**src/rtl/db_pkg.sv**
```systemverilog
// Shared definitions for the multi-channel switch debouncer.
// Holds the per-channel FSM state encoding and the default settle time.
package db_pkg;

    typedef enum logic [1:0] {
        ZERO  = 2'b00,
        WAIT1 = 2'b01,
        ONE   = 2'b10,
        WAIT0 = 2'b11
    } db_state_t;

    // 10 ms at a 50 MHz system clock
    localparam int DB_CYCLES_DEFAULT = 500000;

endpackage

```
**src/rtl/db_channel.sv**
```systemverilog
// Single debounce channel: a four-state FSM with a settle counter.
// The output level only changes after the input has been steady for
// DB_CYCLES consecutive clocks; rise/fall pulse on the clock db changes.
module db_channel
    import db_pkg::*;
#(
    parameter int DB_CYCLES = DB_CYCLES_DEFAULT
) (
    input  logic clk,
    input  logic reset,
    input  logic x,
    output logic db,
    output logic rise,
    output logic fall
);

    localparam int CW = $clog2(DB_CYCLES);
    localparam logic [CW-1:0] LAST = CW'(DB_CYCLES - 1);

    db_state_t     state;
    db_state_t     state_n;
    logic [CW-1:0] cnt;
    logic [CW-1:0] cnt_n;
    logic          rise_n;
    logic          fall_n;

    // State, counter and registered outputs; db is decoded from the next state
    always_ff @(posedge clk) begin
        if (reset) begin
            state <= ZERO;
            cnt   <= '0;
            db    <= 1'b0;
            rise  <= 1'b0;
            fall  <= 1'b0;
        end else begin
            state <= state_n;
            cnt   <= cnt_n;
            db    <= (state_n == ONE) || (state_n == WAIT0);
            rise  <= rise_n;
            fall  <= fall_n;
        end
    end

    // Next-state logic; the counter runs only while waiting and restarts on every wait entry
    always_comb begin
        state_n = state;
        cnt_n   = cnt;
        rise_n  = 1'b0;
        fall_n  = 1'b0;
        case (state)
            ZERO: begin
                if (x) begin
                    state_n = WAIT1;
                    cnt_n   = '0;
                end
            end
            WAIT1: begin
                if (!x) begin
                    state_n = ZERO;
                    cnt_n   = '0;
                end else if (cnt == LAST) begin
                    state_n = ONE;
                    cnt_n   = '0;
                    rise_n  = 1'b1;
                end else begin
                    cnt_n = cnt + CW'(1);
                end
            end
            ONE: begin
                if (!x) begin
                    state_n = WAIT0;
                    cnt_n   = '0;
                end
            end
            WAIT0: begin
                if (x) begin
                    state_n = ONE;
                    cnt_n   = '0;
                end else if (cnt == LAST) begin
                    state_n = ZERO;
                    cnt_n   = '0;
                    fall_n  = 1'b1;
                end else begin
                    cnt_n = cnt + CW'(1);
                end
            end
            default: begin
                state_n = ZERO;
                cnt_n   = '0;
            end
        endcase
    end

endmodule

```
**src/rtl/multi_debounce.sv**
```systemverilog
// N_CH independent switch debouncers with per-channel input inversion.
// Optional feature: define MULTI_DEBOUNCE_SYNC_EN to add a 2-flop
// synchroniser on every sw bit (adds 2 clocks of latency). Without it
// the sw inputs must already be synchronous to clk.
module multi_debounce
    import db_pkg::*;
#(
    parameter int              N_CH      = 4,
    parameter int              DB_CYCLES = DB_CYCLES_DEFAULT,
    parameter logic [N_CH-1:0] INV_MASK  = '0
) (
    input  logic            clk,
    input  logic            reset,
    input  logic [N_CH-1:0] sw,
    output logic [N_CH-1:0] db,
    output logic [N_CH-1:0] rise,
    output logic [N_CH-1:0] fall
);

    logic [N_CH-1:0] sw_s;
    logic [N_CH-1:0] x;

`ifdef MULTI_DEBOUNCE_SYNC_EN
    logic [N_CH-1:0] sw_meta;

    // Two-stage synchroniser for the asynchronous switch levels
    always_ff @(posedge clk) begin
        if (reset) begin
            sw_meta <= '0;
            sw_s    <= '0;
        end else begin
            sw_meta <= sw;
            sw_s    <= sw_meta;
        end
    end
`else
    assign sw_s = sw;
`endif

    // Active-low switches are flipped here so every FSM sees active-high
    assign x = sw_s ^ INV_MASK;

    for (genvar i = 0; i < N_CH; i++) begin : g_ch
        db_channel #(
            .DB_CYCLES (DB_CYCLES)
        ) u_ch (
            .clk   (clk),
            .reset (reset),
            .x     (x[i]),
            .db    (db[i]),
            .rise  (rise[i]),
            .fall  (fall[i])
        );
    end

endmodule

```
**config.mk**
```make
export PLATFORM = sky130hd
export DESIGN_NAME = multi_debounce
export DESIGN_NICKNAME = d
export VERILOG_FILES = /design/src/rtl/db_pkg.sv /design/src/rtl/db_channel.sv /design/src/rtl/multi_debounce.sv
export SDC_FILE = /design/constraint.sdc
export NUM_CORES = 1
export LEC_CHECK = 0
export ABC_AREA = 1
export BUFFER_PORTS_ARGS = -buffer_cell sky130_fd_sc_hd__buf_2
export CAP_MARGIN = 25
export CORE_MARGIN = 3
export CORE_UTILIZATION = 55
export DETAILED_ROUTE_END_ITERATION = 10
export GPL_TIMING_DRIVEN = 0
export PLACE_DENSITY = 0.76
export SLEW_MARGIN = 20
export SYNTH_ARGS = -nofsm -noshare
export SYNTH_HDL_FRONTEND = slang
export SYNTH_HIERARCHICAL = 1
export SYNTH_SLANG_ARGS = --single-unit
export TNS_END_PERCENT = 100
```
**constraint.sdc**
```tcl
create_clock -name clk -period 1.3 [get_ports clk]
set_input_delay 0.065 -clock clk [delete_from_list [all_inputs] [get_ports clk]]
set_output_delay 0.065 -clock clk [all_outputs]
set_load 0.01 [all_outputs]
```
==> run summary <==
The run finished, with violations left. The final reports fail on negative setup slack. The data arrival time at the worst-slack endpoint was 1.83 ns. STA classifies the critical path endpoint as a flop. Across the VDD grid, the largest voltage drop is 0.000756 V. The most common cell in the synthesized netlist is sky130_fd_sc_hd__nand2_1. In the post-synthesis netlist, the biggest area contributors are sky130_fd_sc_hd__dfxtp_1 34%, sky130_fd_sc_hd__nand2_1 12%, sky130_fd_sc_hd__nand3_1 7.8%, sky130_fd_sc_hd__nor2_2 7.6%, sky130_fd_sc_hd__nor2_1 6.8%. Max-slew headroom at the worst pin: 0.720. The count of antenna-violating nets left after detailed routing is 0, and the worst-case clock skew is 0.0103 ns.

The logs give 16500 um for the final wirelength and 9 for the number of CTS-inserted buffers. The tools report the total negative slack as -11.24 ns. The number of core rows is 36. In the final routed layout, each cell accounts on average for 15.5 um.

In this run the deepest clock path goes through 2 buffers. The logs give 0.0273 ns for the worst hold margin and 5953 for the vias after detailed routing. TritonCTS built the clock tree. The core outline area came out at 0.00986 sq mm. At the worst endpoint, the required time is 1.58 ns.

STA classifies the critical path startpoint as a flop. The routability congestion estimate from global placement was 0.915. Wire length on met3: 1200 um. The finished layout holds 1061 standard cells, fillers aside.

Entering global routing, the biggest net connects 17 pins. The hold violation count in the final report was 0. 0 antenna diodes ended up in the layout.

The cell area after technology mapping is 0.00563 sq mm. Port buffering added 17 buffers. Ranked by instance count, the synthesized netlist is headed by 181 x sky130_fd_sc_hd__nand2_1, 102 x sky130_fd_sc_hd__nor2_1, 96 x sky130_fd_sc_hd__dfxtp_1. The cell count after synthesis was 823. For the half-perimeter wire length of the detailed placement result, the log shows 8860 um. Setup repair after global routing could not meet its margin everywhere.

For the total count of max-transition violations in the final report, the log shows 0. The violation count after the first detailed-routing iteration came out at 395. The count of flip-flops with a built-in enable after synthesis was 0; the shortest period the worst path allows was 1.54 ns. In this run the static leakage power is 2.99 nW. Detailed routing placed a total of 8360 um of wire on met2. The net count of the finished layout is 933. In the synthesized netlist the dominant register cell turns out to be sky130_fd_sc_hd__dfxtp_1. In this run the count of I/O pins placed on the die edge is 18. The total of endpoints with negative setup slack in the final report is 92. For the pin with the worst max-slew slack, the measured transition is 0.417 ns. The total power divided by cell area was 709 mW/mm^2; the count of placed standard cells including taps was 973.

The logs give 0.341 for the sequential element share of the synthesized area and 96 for the count of clock tree sinks. sky130_fd_sc_hd__dfxtp_1 takes more of the synthesized area than any other cell. The total grt overflow is 0. In this run the vertical extent of the chip is 107 um.

The floorplan step set the die width to 107 um. The first global-routing pass estimated 23400 um of wire. The area share of the largest cell type after synthesis was 0.341.

The H-tree depth is 3. After synthesis, the mean cell area works out to 6.84 sq um. The final total power is 0.00540 W, and the wire length on met1 is 6310 um. The worst-path maximum fanout is 5. The tree is rooted in a sky130_fd_sc_hd__clkbuf_8. Synthesis produced a netlist with a net count of 833. The setup check on the worst reg-to-reg path leaves a slack of -0.24 ns. Clock-pin slew was measured on the worst setup and hold paths at 0.10 ns.

Per-cell via count in the routed design: 5.61. The final period utilization is 1.19, and the number of warning messages in the yosys log is 6. Static timing analysis puts the maximum clock frequency at 647 MHz. The overall routing resource usage was 0.250.

The worst hold path belongs to the class input port to flop. The worst setup path is of the flop to flop kind. The share of async-settable or async-resettable flops after synthesis works out to 0.

Counting distinct cell types in the post-synthesis netlist gives 27. In this run the top signal layer used is met4. The utilization after layout is 0.772.

The die covers 0.0115 sq mm. The via count of the first global-routing pass is 5165, and the register bit total from synthesis is 96. The fraction of layout instances using a drive strength above 1 is 0.446. The tool flagged a number of max-cap violations equal to 0. Post-synthesis to final-layout area growth: 35.3%.

For the initial cell density of the core, the log shows 0.571. After detailed routing, the number of remaining DRC violations is 0. The run gives -0.245 ns as the post-route worst setup slack. The pre-antenna-repair detailed-routing pass consisted of 5 iterations.

For the number of antenna violations at the first check in global routing, the log shows 0. The run gives 0.38 ns as the later-pin clock latency in the skew report.
## per-stage QoR
| step | area, sq um | setup slack, ns |
|---|---|---|
| floorplan | 5690 | -0.0385 |
| global placement | 5940 | -0.160 |
| detailed placement | 5940 | -0.206 |
| CTS | 6910 | -0.188 |
| global route | 7620 | -0.315 |
| finish | 7620 | -0.245 |
## path summary, 6_finish.rpt
kind                         endpoint  cells after the start                   from
hold reg to reg       g_ch[1].u_ch/db                      2  g_ch[1].u_ch/state[1]
hold / removal      g_ch[3].u_ch/rise                      3                  sw[3]
setup / recovery  g_ch[0].u_ch/cnt[9]                     11   g_ch[0].u_ch/cnt[18]
setup reg to reg  g_ch[0].u_ch/cnt[9]                     11   g_ch[0].u_ch/cnt[18]
## critical path, stage by stage, from the launching register on
cell	delay, ns
sky130_fd_sc_hd__dfxtp_1	0.40
sky130_fd_sc_hd__nand2_1	0.07
sky130_fd_sc_hd__inv_1	0.06
sky130_fd_sc_hd__nand2_2	0.05
sky130_fd_sc_hd__nor2_2	0.15
sky130_fd_sc_hd__nand3_2	0.14
sky130_fd_sc_hd__nand2_2	0.13
sky130_fd_sc_hd__nand2_4	0.08
sky130_fd_sc_hd__nand2_4	0.09
sky130_fd_sc_hd__buf_12	0.13
sky130_fd_sc_hd__buf_16	0.11
sky130_fd_sc_hd__nor2_2	0.03
## repair_timing
| item | 4_1_cts | 5_1_grt |
|---|---|---|
| endpoints found under the setup margin | 81 | 95 |
| gates cloned | 4 | 0 |
| hold endpoints to repair | 3 | 0 |
| setup buffers | 46 | 30 |
| pin swaps | 36 | 83 |
| hold buffers | 3 | 0 |
| gates resized for setup | 115 | 158 |
## per-layer routing
layer / up-vias / track usage
met5: - / 0
met4: 0 / 0.0758
met3: 80 / 0.0548
met2: 318 / 0.432
met1: 2752 / 0.311
li1: 2803 / -
## cell type report
class | instances | area [sq um]
Clock buffer | 11 | 151
Tap cell | 133 | 166
Buffer | 5 | 51.3
Inverter | 112 | 445
Fill cell | 608 | 2240
Clock inverter | 5 | 38.8
Multi-Input combinational cell | 604 | 3860
Sequential cell | 96 | 2030
Timing Repair Buffer | 95 | 877
## flip-flops by register name, indices dropped and copies added (netlist names)
register	flops
g_ch.u_ch/rise	4
g_ch.u_ch/cnt	76
g_ch.u_ch/state	8
g_ch.u_ch/db	4
g_ch.u_ch/fall	4
## power breakdown
part | leakage [nW] | switching (W) | internal (W)
sequential | 0.805 | 0.0000187 | 0.00292
clock | 0.0963 | 0.00110 | 0.000815
combinational | 2.09 | 0.000330 | 0.000216
## logic make-up after synthesis
kind of cell / Yosys count / share of synthesized area
simple gates: 553 / 0.495
buf+inv: 123 / 0.0935
flops: 96 / 0.341
compound gates: 26 / 0.0291
xor+xnor: 21 / 0.0327
fa+ha+maj: 4 / 0.00889
## cells in the final DEF, fill, tap and decap left out, types with 8 or more instances in the layout
| cell type | netlist | final |
|---|---|---|
| sky130_fd_sc_hd__nand4_1 | 28 | 28 |
| sky130_fd_sc_hd__nand3_2 | 10 | 31 |
| sky130_fd_sc_hd__nor2_1 | 102 | 68 |
| sky130_fd_sc_hd__clkbuf_8 | 0 | 11 |
| sky130_fd_sc_hd__xor2_1 | 20 | 19 |
| sky130_fd_sc_hd__dfxtp_4 | 0 | 18 |
| sky130_fd_sc_hd__buf_6 | 7 | 22 |
| sky130_fd_sc_hd__buf_2 | 1 | 18 |
| sky130_fd_sc_hd__nor2_4 | 19 | 51 |
| sky130_fd_sc_hd__inv_2 | 13 | 23 |
| sky130_fd_sc_hd__nand2_4 | 3 | 22 |
| sky130_fd_sc_hd__buf_4 | 3 | 47 |
| sky130_fd_sc_hd__a21oi_1 | 9 | 8 |
| sky130_fd_sc_hd__nor3_1 | 18 | 15 |
| sky130_fd_sc_hd__dfxtp_2 | 0 | 32 |
| sky130_fd_sc_hd__nand2_2 | 28 | 26 |
| sky130_fd_sc_hd__nor2_2 | 68 | 70 |
| sky130_fd_sc_hd__nand3_1 | 88 | 61 |
| sky130_fd_sc_hd__inv_1 | 95 | 79 |
| sky130_fd_sc_hd__nand2_1 | 181 | 162 |
| sky130_fd_sc_hd__dfxtp_1 | 96 | 46 |
Note: power is estimated with default switching activity, not from simulation.
